===== src/rtl/pulse_stretcher_if.sv =====
// pulse_stretcher_if
//   Trigger/status bundle between a pulse stretcher and its user.
//   master : drives TriggerPulse and ClearOverflow, observes the status outputs.
//   slave  : the stretcher itself.
//   Signals:
//     TriggerPulse  - single-cycle event, one trigger per clock it is high
//     ClearOverflow - synchronous clear of the sticky Overflow flag
//     Stretched     - stretched output level
//     Done          - one-cycle marker at the end of each stretched pulse
//     Busy          - stretcher is in HIGH or LOW
//     Pending       - number of queued triggers
//     Overflow      - sticky: a trigger was dropped because the queue was full
interface pulse_stretcher_if #(
  parameter int QUEUE_MAX = 3
) ();
  localparam int PENDING_W = $clog2(QUEUE_MAX + 1);

  logic                 TriggerPulse;
  logic                 ClearOverflow;
  logic                 Stretched;
  logic                 Done;
  logic                 Busy;
  logic [PENDING_W-1:0] Pending;
  logic                 Overflow;

  modport master (
    output TriggerPulse, ClearOverflow,
    input  Stretched, Done, Busy, Pending, Overflow
  );

  modport slave (
    input  TriggerPulse, ClearOverflow,
    output Stretched, Done, Busy, Pending, Overflow
  );
endinterface


===== src/rtl/pulse_stretcher.sv =====
// pulse_stretcher
//   Turns single-cycle trigger pulses into fixed-length high levels separated
//   by a guaranteed low gap. Triggers arriving during a pulse are queued (up to
//   QUEUE_MAX) or, with RETRIGGER=1, restart the high count of the current pulse.
//   Ports:
//     CLOCK - system clock, rising edge
//     Reset - synchronous, active-high reset
//     port  - pulse_stretcher_if slave modport (trigger in, status out)
//   Parameters:
//     HIGH_CYCLES - stretched pulse length in clocks (>=1)
//     LOW_CYCLES  - minimum low gap after each pulse in clocks (>=1)
//     QUEUE_MAX   - maximum number of queued triggers (>=1)
//     RETRIGGER   - 1: trigger during HIGH restarts the high count; 0: queued
module pulse_stretcher #(
  parameter int HIGH_CYCLES = 4,
  parameter int LOW_CYCLES  = 2,
  parameter int QUEUE_MAX   = 3,
  parameter int RETRIGGER   = 0
) (
  input  logic              CLOCK,
  input  logic              Reset,
  pulse_stretcher_if.slave  port
);
  localparam int MAX_CYCLES = (HIGH_CYCLES > LOW_CYCLES) ? HIGH_CYCLES : LOW_CYCLES;
  localparam int CNT_W      = (MAX_CYCLES > 1) ? $clog2(MAX_CYCLES) : 1;
  localparam int PENDING_W  = $clog2(QUEUE_MAX + 1);

  localparam logic [CNT_W-1:0]     HIGH_LOAD = CNT_W'(HIGH_CYCLES - 1);
  localparam logic [CNT_W-1:0]     LOW_LOAD  = CNT_W'(LOW_CYCLES - 1);
  localparam logic [PENDING_W-1:0] PEND_MAX  = PENDING_W'(QUEUE_MAX);
  localparam bit                   RETRIG_EN = (RETRIGGER != 0);

  typedef enum logic [1:0] {
    IDLE = 2'd0,
    HIGH = 2'd1,
    LOW  = 2'd2
  } stateT;

  stateT                state;
  logic [CNT_W-1:0]     count;     // shared down-counter for HIGH and LOW
  logic                 stretched;
  logic                 done;
  logic                 busy;
  logic [PENDING_W-1:0] pending;
  logic                 overflow;

  logic queueFull;
  assign queueFull = (pending == PEND_MAX);

  // NOTE: every register here is written with <= so all of them update from
  // the same pre-edge values; mixing in = would make later statements see
  // half-updated state and change behaviour with statement order.
  always_ff @(posedge CLOCK) begin
    if (Reset) begin
      state     <= IDLE;
      count     <= '0;
      stretched <= 1'b0;
      done      <= 1'b0;
      busy      <= 1'b0;
      pending   <= '0;
      overflow  <= 1'b0;
    end else begin
      done <= 1'b0;
      // Clear first; a set later in this block overrides it on the same edge.
      if (port.ClearOverflow) overflow <= 1'b0;

      case (state)
        IDLE: begin
          if (port.TriggerPulse) begin
            state     <= HIGH;
            count     <= HIGH_LOAD;
            stretched <= 1'b1;
            busy      <= 1'b1;
          end
        end

        HIGH: begin
          if (port.TriggerPulse && RETRIG_EN) begin
            // Restart also covers the last HIGH edge: no Done, stay in HIGH.
            count <= HIGH_LOAD;
          end else begin
            if (port.TriggerPulse) begin
              if (queueFull) overflow <= 1'b1;
              else           pending  <= pending + PENDING_W'(1);
            end
            if (count == '0) begin
              state     <= LOW;
              count     <= LOW_LOAD;
              stretched <= 1'b0;
              done      <= 1'b1;
            end else begin
              count <= count - CNT_W'(1);
            end
          end
        end

        LOW: begin
          if (count == '0) begin
            if (pending != '0 || port.TriggerPulse) begin
              state     <= HIGH;
              count     <= HIGH_LOAD;
              stretched <= 1'b1;
              // A trigger on this edge replaces the dequeued entry (or starts
              // the pulse directly when the queue is empty), so Pending only
              // drops when there is no trigger.
              if (!port.TriggerPulse) pending <= pending - PENDING_W'(1);
            end else begin
              state <= IDLE;
              busy  <= 1'b0;
            end
          end else begin
            count <= count - CNT_W'(1);
            if (port.TriggerPulse) begin
              if (queueFull) overflow <= 1'b1;
              else           pending  <= pending + PENDING_W'(1);
            end
          end
        end

        default: begin
          state     <= IDLE;
          count     <= '0;
          stretched <= 1'b0;
          busy      <= 1'b0;
        end
      endcase
    end
  end

  assign port.Stretched = stretched;
  assign port.Done      = done;
  assign port.Busy      = busy;
  assign port.Pending   = pending;
  assign port.Overflow  = overflow;
endmodule

===== src/flat_wrapper.sv =====
// flat-port wrapper written by rule: the top's interface ports become plain ports
module pulse_stretcher_flat 
#(
  parameter int HIGH_CYCLES = 4,
  parameter int LOW_CYCLES  = 2,
  parameter int QUEUE_MAX   = 3,
  parameter int RETRIGGER   = 0
)
  (CLOCK, Reset, port_TriggerPulse, port_ClearOverflow, port_Stretched, port_Done, port_Busy, port_Pending, port_Overflow);
  pulse_stretcher_if #(.QUEUE_MAX(QUEUE_MAX)) port_i ();
  input  logic CLOCK;
  input  logic Reset;
  input wire logic [$bits(port_i.TriggerPulse)-1:0] port_TriggerPulse;
  input wire logic [$bits(port_i.ClearOverflow)-1:0] port_ClearOverflow;
  output wire logic [$bits(port_i.Stretched)-1:0] port_Stretched;
  output wire logic [$bits(port_i.Done)-1:0] port_Done;
  output wire logic [$bits(port_i.Busy)-1:0] port_Busy;
  output wire logic [$bits(port_i.Pending)-1:0] port_Pending;
  output wire logic [$bits(port_i.Overflow)-1:0] port_Overflow;
  assign port_i.TriggerPulse = port_TriggerPulse;
  assign port_i.ClearOverflow = port_ClearOverflow;
  assign port_Stretched = port_i.Stretched;
  assign port_Done = port_i.Done;
  assign port_Busy = port_i.Busy;
  assign port_Pending = port_i.Pending;
  assign port_Overflow = port_i.Overflow;
  pulse_stretcher #(.HIGH_CYCLES(HIGH_CYCLES), .LOW_CYCLES(LOW_CYCLES), .QUEUE_MAX(QUEUE_MAX), .RETRIGGER(RETRIGGER)) u_core (.CLOCK(CLOCK), .Reset(Reset), .port(port_i));
endmodule

===== config.mk =====
export PLATFORM = sky130hd
export DESIGN_NAME = pulse_stretcher_flat
export DESIGN_NICKNAME = d
export VERILOG_FILES = /design/src/rtl/pulse_stretcher_if.sv /design/src/rtl/pulse_stretcher.sv /design/src/flat_wrapper.sv
export SDC_FILE = /design/constraint.sdc
export NUM_CORES = 1
export LEC_CHECK = 0
export ABC_AREA = 1
export BUFFER_PORTS_ARGS = -buffer_cell sky130_fd_sc_hd__buf_4
export CAP_MARGIN = 15
export CORE_MARGIN = 3
export CORE_UTILIZATION = 39
export DETAILED_ROUTE_END_ITERATION = 16
export HOLD_SLACK_MARGIN = 0.05
export PLACE_DENSITY_LB_ADDON = 0.15
export SLEW_MARGIN = 10
export SYNTH_ARGS = -nofsm -noshare
export SYNTH_HDL_FRONTEND = slang
export SYNTH_SLANG_ARGS = --single-unit

===== constraint.sdc =====
create_clock -name CLOCK -period 2.83 [get_ports CLOCK]
set_clock_uncertainty 0.15 [all_clocks]
set_input_delay 0.4245 -clock CLOCK [delete_from_list [all_inputs] [get_ports CLOCK]]
set_output_delay 0.4245 -clock CLOCK [all_outputs]
set_load 0.01 [all_outputs]

Yosys cells after proc, flatten, opt, wreduce, memory -nomap -nowiden
Index checks and enable logic that the tools add are counted.

word-level totals
  output and inout bits = 6
  flip-flop bits (word level) = 10
  memories kept = 0
  input port bits = 4
  ROM bits = 0
  memory bits (writable) = 0
  logic and storage cells = 62
  latch bits = 0

cells by class
  mux-type cells = 30
  $lt $le $gt $ge = 0
  bitwise operators = 1
  add/sub/neg operators = 3
  equality and inequality tests = 10
  $mul = 0
  reduce and logical (&&, ||, !) cells = 11
  shift-type cells = 0
  div/mod/pow operators = 0

operators with widths
  cell                 number
  $mux 2               12
  $mux 1               12
  $pmux 2 s3           2
  $reduce_and 4->1     2
  $ne 2x1->1 const B   3
  $ne 3x3->1 const B   2
  $pmux 1 s3           2
  $reduce_and 3->1     2
  $eq 2x2->1 const B   2
  $logic_not 2->1      2
  $ne 2x2->1 const B   2
  $pmux 2 s2           1
  $reduce_bool 2->1    2
  $sub 2x1->2 const B  2
  $add 2x1->2 const B  1
  $eq 2x1->1 const B   1
  $pmux 1 s2           1
  $reduce_and 2->1     1
  $reduce_or 2->1      1
  $logic_or 1x1->1     1
  $not 1->1            1

Logic depth before layout (Yosys ltp)
  depth after elaboration = 5
  depth in mapped cells = 8
  gate-level depth less buffers = 8

Worst setup path after synthesis
Ideal clock, no wire load.

  kind = register to register
  start = reg u_core.state[0]
  end = reg u_core.busy, in the netlist u_core.port.Busy
  buffers on the path = 0
  setup slack = 1.458 ns
  setup time = 0.070 ns
  required time = 2.610 ns
  arrival time = 1.152 ns
  period minus slack after synthesis = 1.372 ns
  cell stages (with the launch flop) = 8
  cells stage by stage = dfxtp_1 inv_1 ha_1 inv_2 nand2_2 a21oi_2 nand3_1 a21oi_1

between the ends
  cells in the longest elaborated chain, start to end = 3
  elaborated cells on any way between the ends = 9
  classes of those cells = eq/ne (5); mux (1); bitwise (1); reduce/logical (2)

ends and longest elaborated chain
  item                                          line                    source
  start: declaration                            pulse_stretcher.sv:39   stateT state;
  start signal: assignment                      pulse_stretcher.sv:55   state <= IDLE;
  start signal: assignment                      pulse_stretcher.sv:70   state <= HIGH;
  start signal: assignment                      pulse_stretcher.sv:87   state <= LOW;
  $eq 2x2->1 (tied with other cells)            pulse_stretcher.sv:67   case (state)
  $ne 2x1->1 (no line) (tied with other cells)  -
  $reduce_and 4->1 (no line)                    -
  end signal: assignment                        pulse_stretcher.sv:59   busy <= 1'b0;
  end signal: assignment                        pulse_stretcher.sv:73   busy <= 1'b1;
  end signal: assignment                        pulse_stretcher.sv:109  busy <= 1'b0;
  end: declaration                              pulse_stretcher.sv:43   logic busy;

Parallel ways exist; a longest one is shown, timed or not.
A chain may end at the register's enable or synchronous reset.

Final worst setup path
Same ends and word-level chain as after synthesis.

==> summary.txt <==
post-CTS sizing - 0
Yosys cell types - 18
clock root buffer master - clkbuf_4
worst hold stages - 2
vias per cell - 5.00
Worst path depth - 7
I/O pin total - 10
crit end category - flip-flop
Max FO, Critical Path - 5
drt pass-1 iters - 4
period utilisation layout - 54.5%
Mapped Area - 666 sq um
hold path endpoint - u_core.count[1]$_SDFFE_PP0P_
Placer Congestion - 0.868
fillers - 152
CP arrival - 1.60 ns
clk sink count - 10
R2R depth - 7
critical-path cell list - inv_1, ha_1, inv_2, nand2_2, a21oi_2, nand3_1, a21oi_1
capturing point of the worst reg2reg path - u_core.port.Busy$_SDFFE_PP0P_
CTS tree - yes
Yosys reg bits - 10
Critical Path RT - 2.89 ns
Setup crit start kind - flip-flop
largest net degree at the start of global routing - 7
number of nets in the layout - 122
maximum VDD drop - 0.475 mV
Post-Synth Adder-Cell Area - 16.9%
measured slew at the worst slew-check pin - 0.265 ns
Leakage Power - 0.389 nW
Worst Path Buf+Inv - 2
Ant. Diodes - 0
Hold WC Path Type - in -> reg
slowest CP cell - dfxtp_1
max-cap violations - 0
HP Start - Reset
mux contribution to synthesized area - 0%
reg-to-reg setup timing slack - 1.29 ns
count of pins over their slew limit - 0
FF+latch area - 200 sq um
Multi-input gate area - 398 sq um
Final Hold Viols - 0
most frequent cells in the layout - nand2_1 (20), inv_1 (13), dfxtp_1 (10)
post-DP HPWL - 1100 um
drt wl/cell - 11.2 um
largest family of logic cells by synthesized area - simple AND/OR/NAND/NOR gates
post-layout util - 50.6%
Post-CTS Setup Bufs - 0
pwr dens - 1120 nW/um^2
chip height - 47.3 um
DIE AREA - 2240 sq um
total negative slack - 0 ns
Skew-Pair Late Insertion Delay - 0.27 ns
# rows - 14
Synth Area in XOR/XNOR - 0%
share of cells above drive strength 1 - 24.1%
simple-gate share of the synthesized area - 26.1%
FMAX - 648 MHz
worst flop-to-flop path startpoint - u_core.state[0]$_SDFFE_PP0P_
Post-Syn Nets - 108
Crit path max-delay family - flip-flops
post-route ant nets - 0
Syn Area/Cell - 7.01 sq um
yosys warns - 0
vias in the first global route - 544
Initial Util - 42.7%
headroom to the max-slew limit - 82.3%
final wirelength - 1390 um
kind of critical path - reg -> reg
GR Overflow Total - 0
Setup Viol. Count Final - 0
Die Wd - 47.3 um
cells after synthesis - 95
sequential area share after synthesis - 30.1%
Layout area overhead - 18.6%
Port Buffer Count - 9
DRC - 0
H-tree depth - 1
clk slew on worst S/H paths - 0.07 ns
initial antenna violation count - 0
RSZ-0062 raised after global routing - false
Core Footprint - 1560 sq um
Post-CTS Hold Buffers - 0
GRT Total Usage - 15.0%
post-synthesis compound-gate area fraction - 16.7%
CTS Buf Count - 3
most common cell after layout, fill and taps aside - nand2_1
CTS max path bufs - 2
number of DRC markers in iteration 0 - 14
status - finished, final reports clean
max incr delay on CP - 0.39 ns
first-pass GRT wire length - 2280 um
fin crit period - 1.54 ns
vias after detailed routing - 620
metal layers:
layer  routed length (um)  GRT usage [%]  vias to the layer above
met4                   37           11.6                        0
met2                  596           21.1                       19
met5                    0              0                        -
met3                   77           3.45                        4
li1                     -              -                      331
met1                  673           19.4                      266
layout make-up:
class                      count  share of cell area, %
sequential                    10                   25.4
timing repair buffer           9                   8.56
tap                           16                   2.54
inverter                      18                   8.56
clock buffer                   4                   4.60
multi-input combinational     67                   50.4
stage by stage:
| step | std cells | setup WS [ns] | instance area [sq um] | power, mW | hold WS, ns |
|---|---|---|---|---|---|
| final | 124 | 1.29 | 790 | 0.884 | 0.208 |
| after global placement | 120 | 1.30 | 753 | 0.755 | 0.286 |
| after CTS | 124 | 1.28 | 790 | 0.889 | 0.193 |
| after floorplan | 95 | 1.46 | 666 | 0.630 | 0.304 |
| after detailed placement | 120 | 1.30 | 753 | 0.753 | 0.295 |
| after global routing | 124 | 1.18 | 790 | 0.979 | 0.199 |
worst max-delay path by stage:
stage | end | from
final | u_core.port.Busy$_SDFFE_PP0P_ | u_core.state[0]$_SDFFE_PP0P_
after global routing | u_core.state[0]$_SDFFE_PP0P_ | u_core.state[0]$_SDFFE_PP0P_
after CTS | u_core.port.Busy$_SDFFE_PP0P_ | u_core.state[0]$_SDFFE_PP0P_
after detailed placement | u_core.port.Busy$_SDFFE_PP0P_ | u_core.state[0]$_SDFFE_PP0P_
after global placement | u_core.port.Busy$_SDFFE_PP0P_ | u_core.state[0]$_SDFFE_PP0P_
after floorplan | u_core.port.Busy$_SDFFE_PP0P_ | u_core.state[0]$_SDFFE_PP0P_
power by group:
| part | leakage, nW | internal (mW) | switching, mW |
|---|---|---|---|
| Sequential | 0.0826 | 0.194 | 0.0448 |
| Clock | 0.0210 | 0.0782 | 0.0529 |
| Combinational | 0.285 | 0.197 | 0.317 |
cell usage after synthesis:
cell / n / area [sq um]
a21oi_1: 9 / 45.0
a21oi_2: 1 / 8.76
dfxtp_1: 10 / 200
ha_1: 9 / 113
inv_1: 13 / 48.8
inv_2: 5 / 18.8
nand2_1: 20 / 75.1
nand2_2: 3 / 18.8
nand3_1: 6 / 30.0
nand3b_1: 1 / 7.51
nand4_1: 1 / 6.26
nor2_1: 5 / 18.8
nor2_2: 2 / 12.5
nor3_1: 1 / 5.00
o211ai_1: 2 / 15.0
o21ai_0: 1 / 5.00
o21ai_1: 4 / 20.0
o21ai_2: 2 / 17.5
cells by family after synthesis:
kind of cell | Yosys count
AND/OR/NAND/NOR | 39
buffers and inverters | 18
AO/OA/AOI/OAI | 19
adder cells (fa/ha/maj) | 9
flip-flops | 10
sequential cells by signal, summed over array words and instances, names as in the netlist:
register	cells
u_core.count	2
u_core.port.Busy	1
u_core.port.Done	1
u_core.port.Overflow	1
u_core.port.Pending	2
u_core.port.Stretched	1
u_core.state	2
Power figures use the tool's default switching activity.
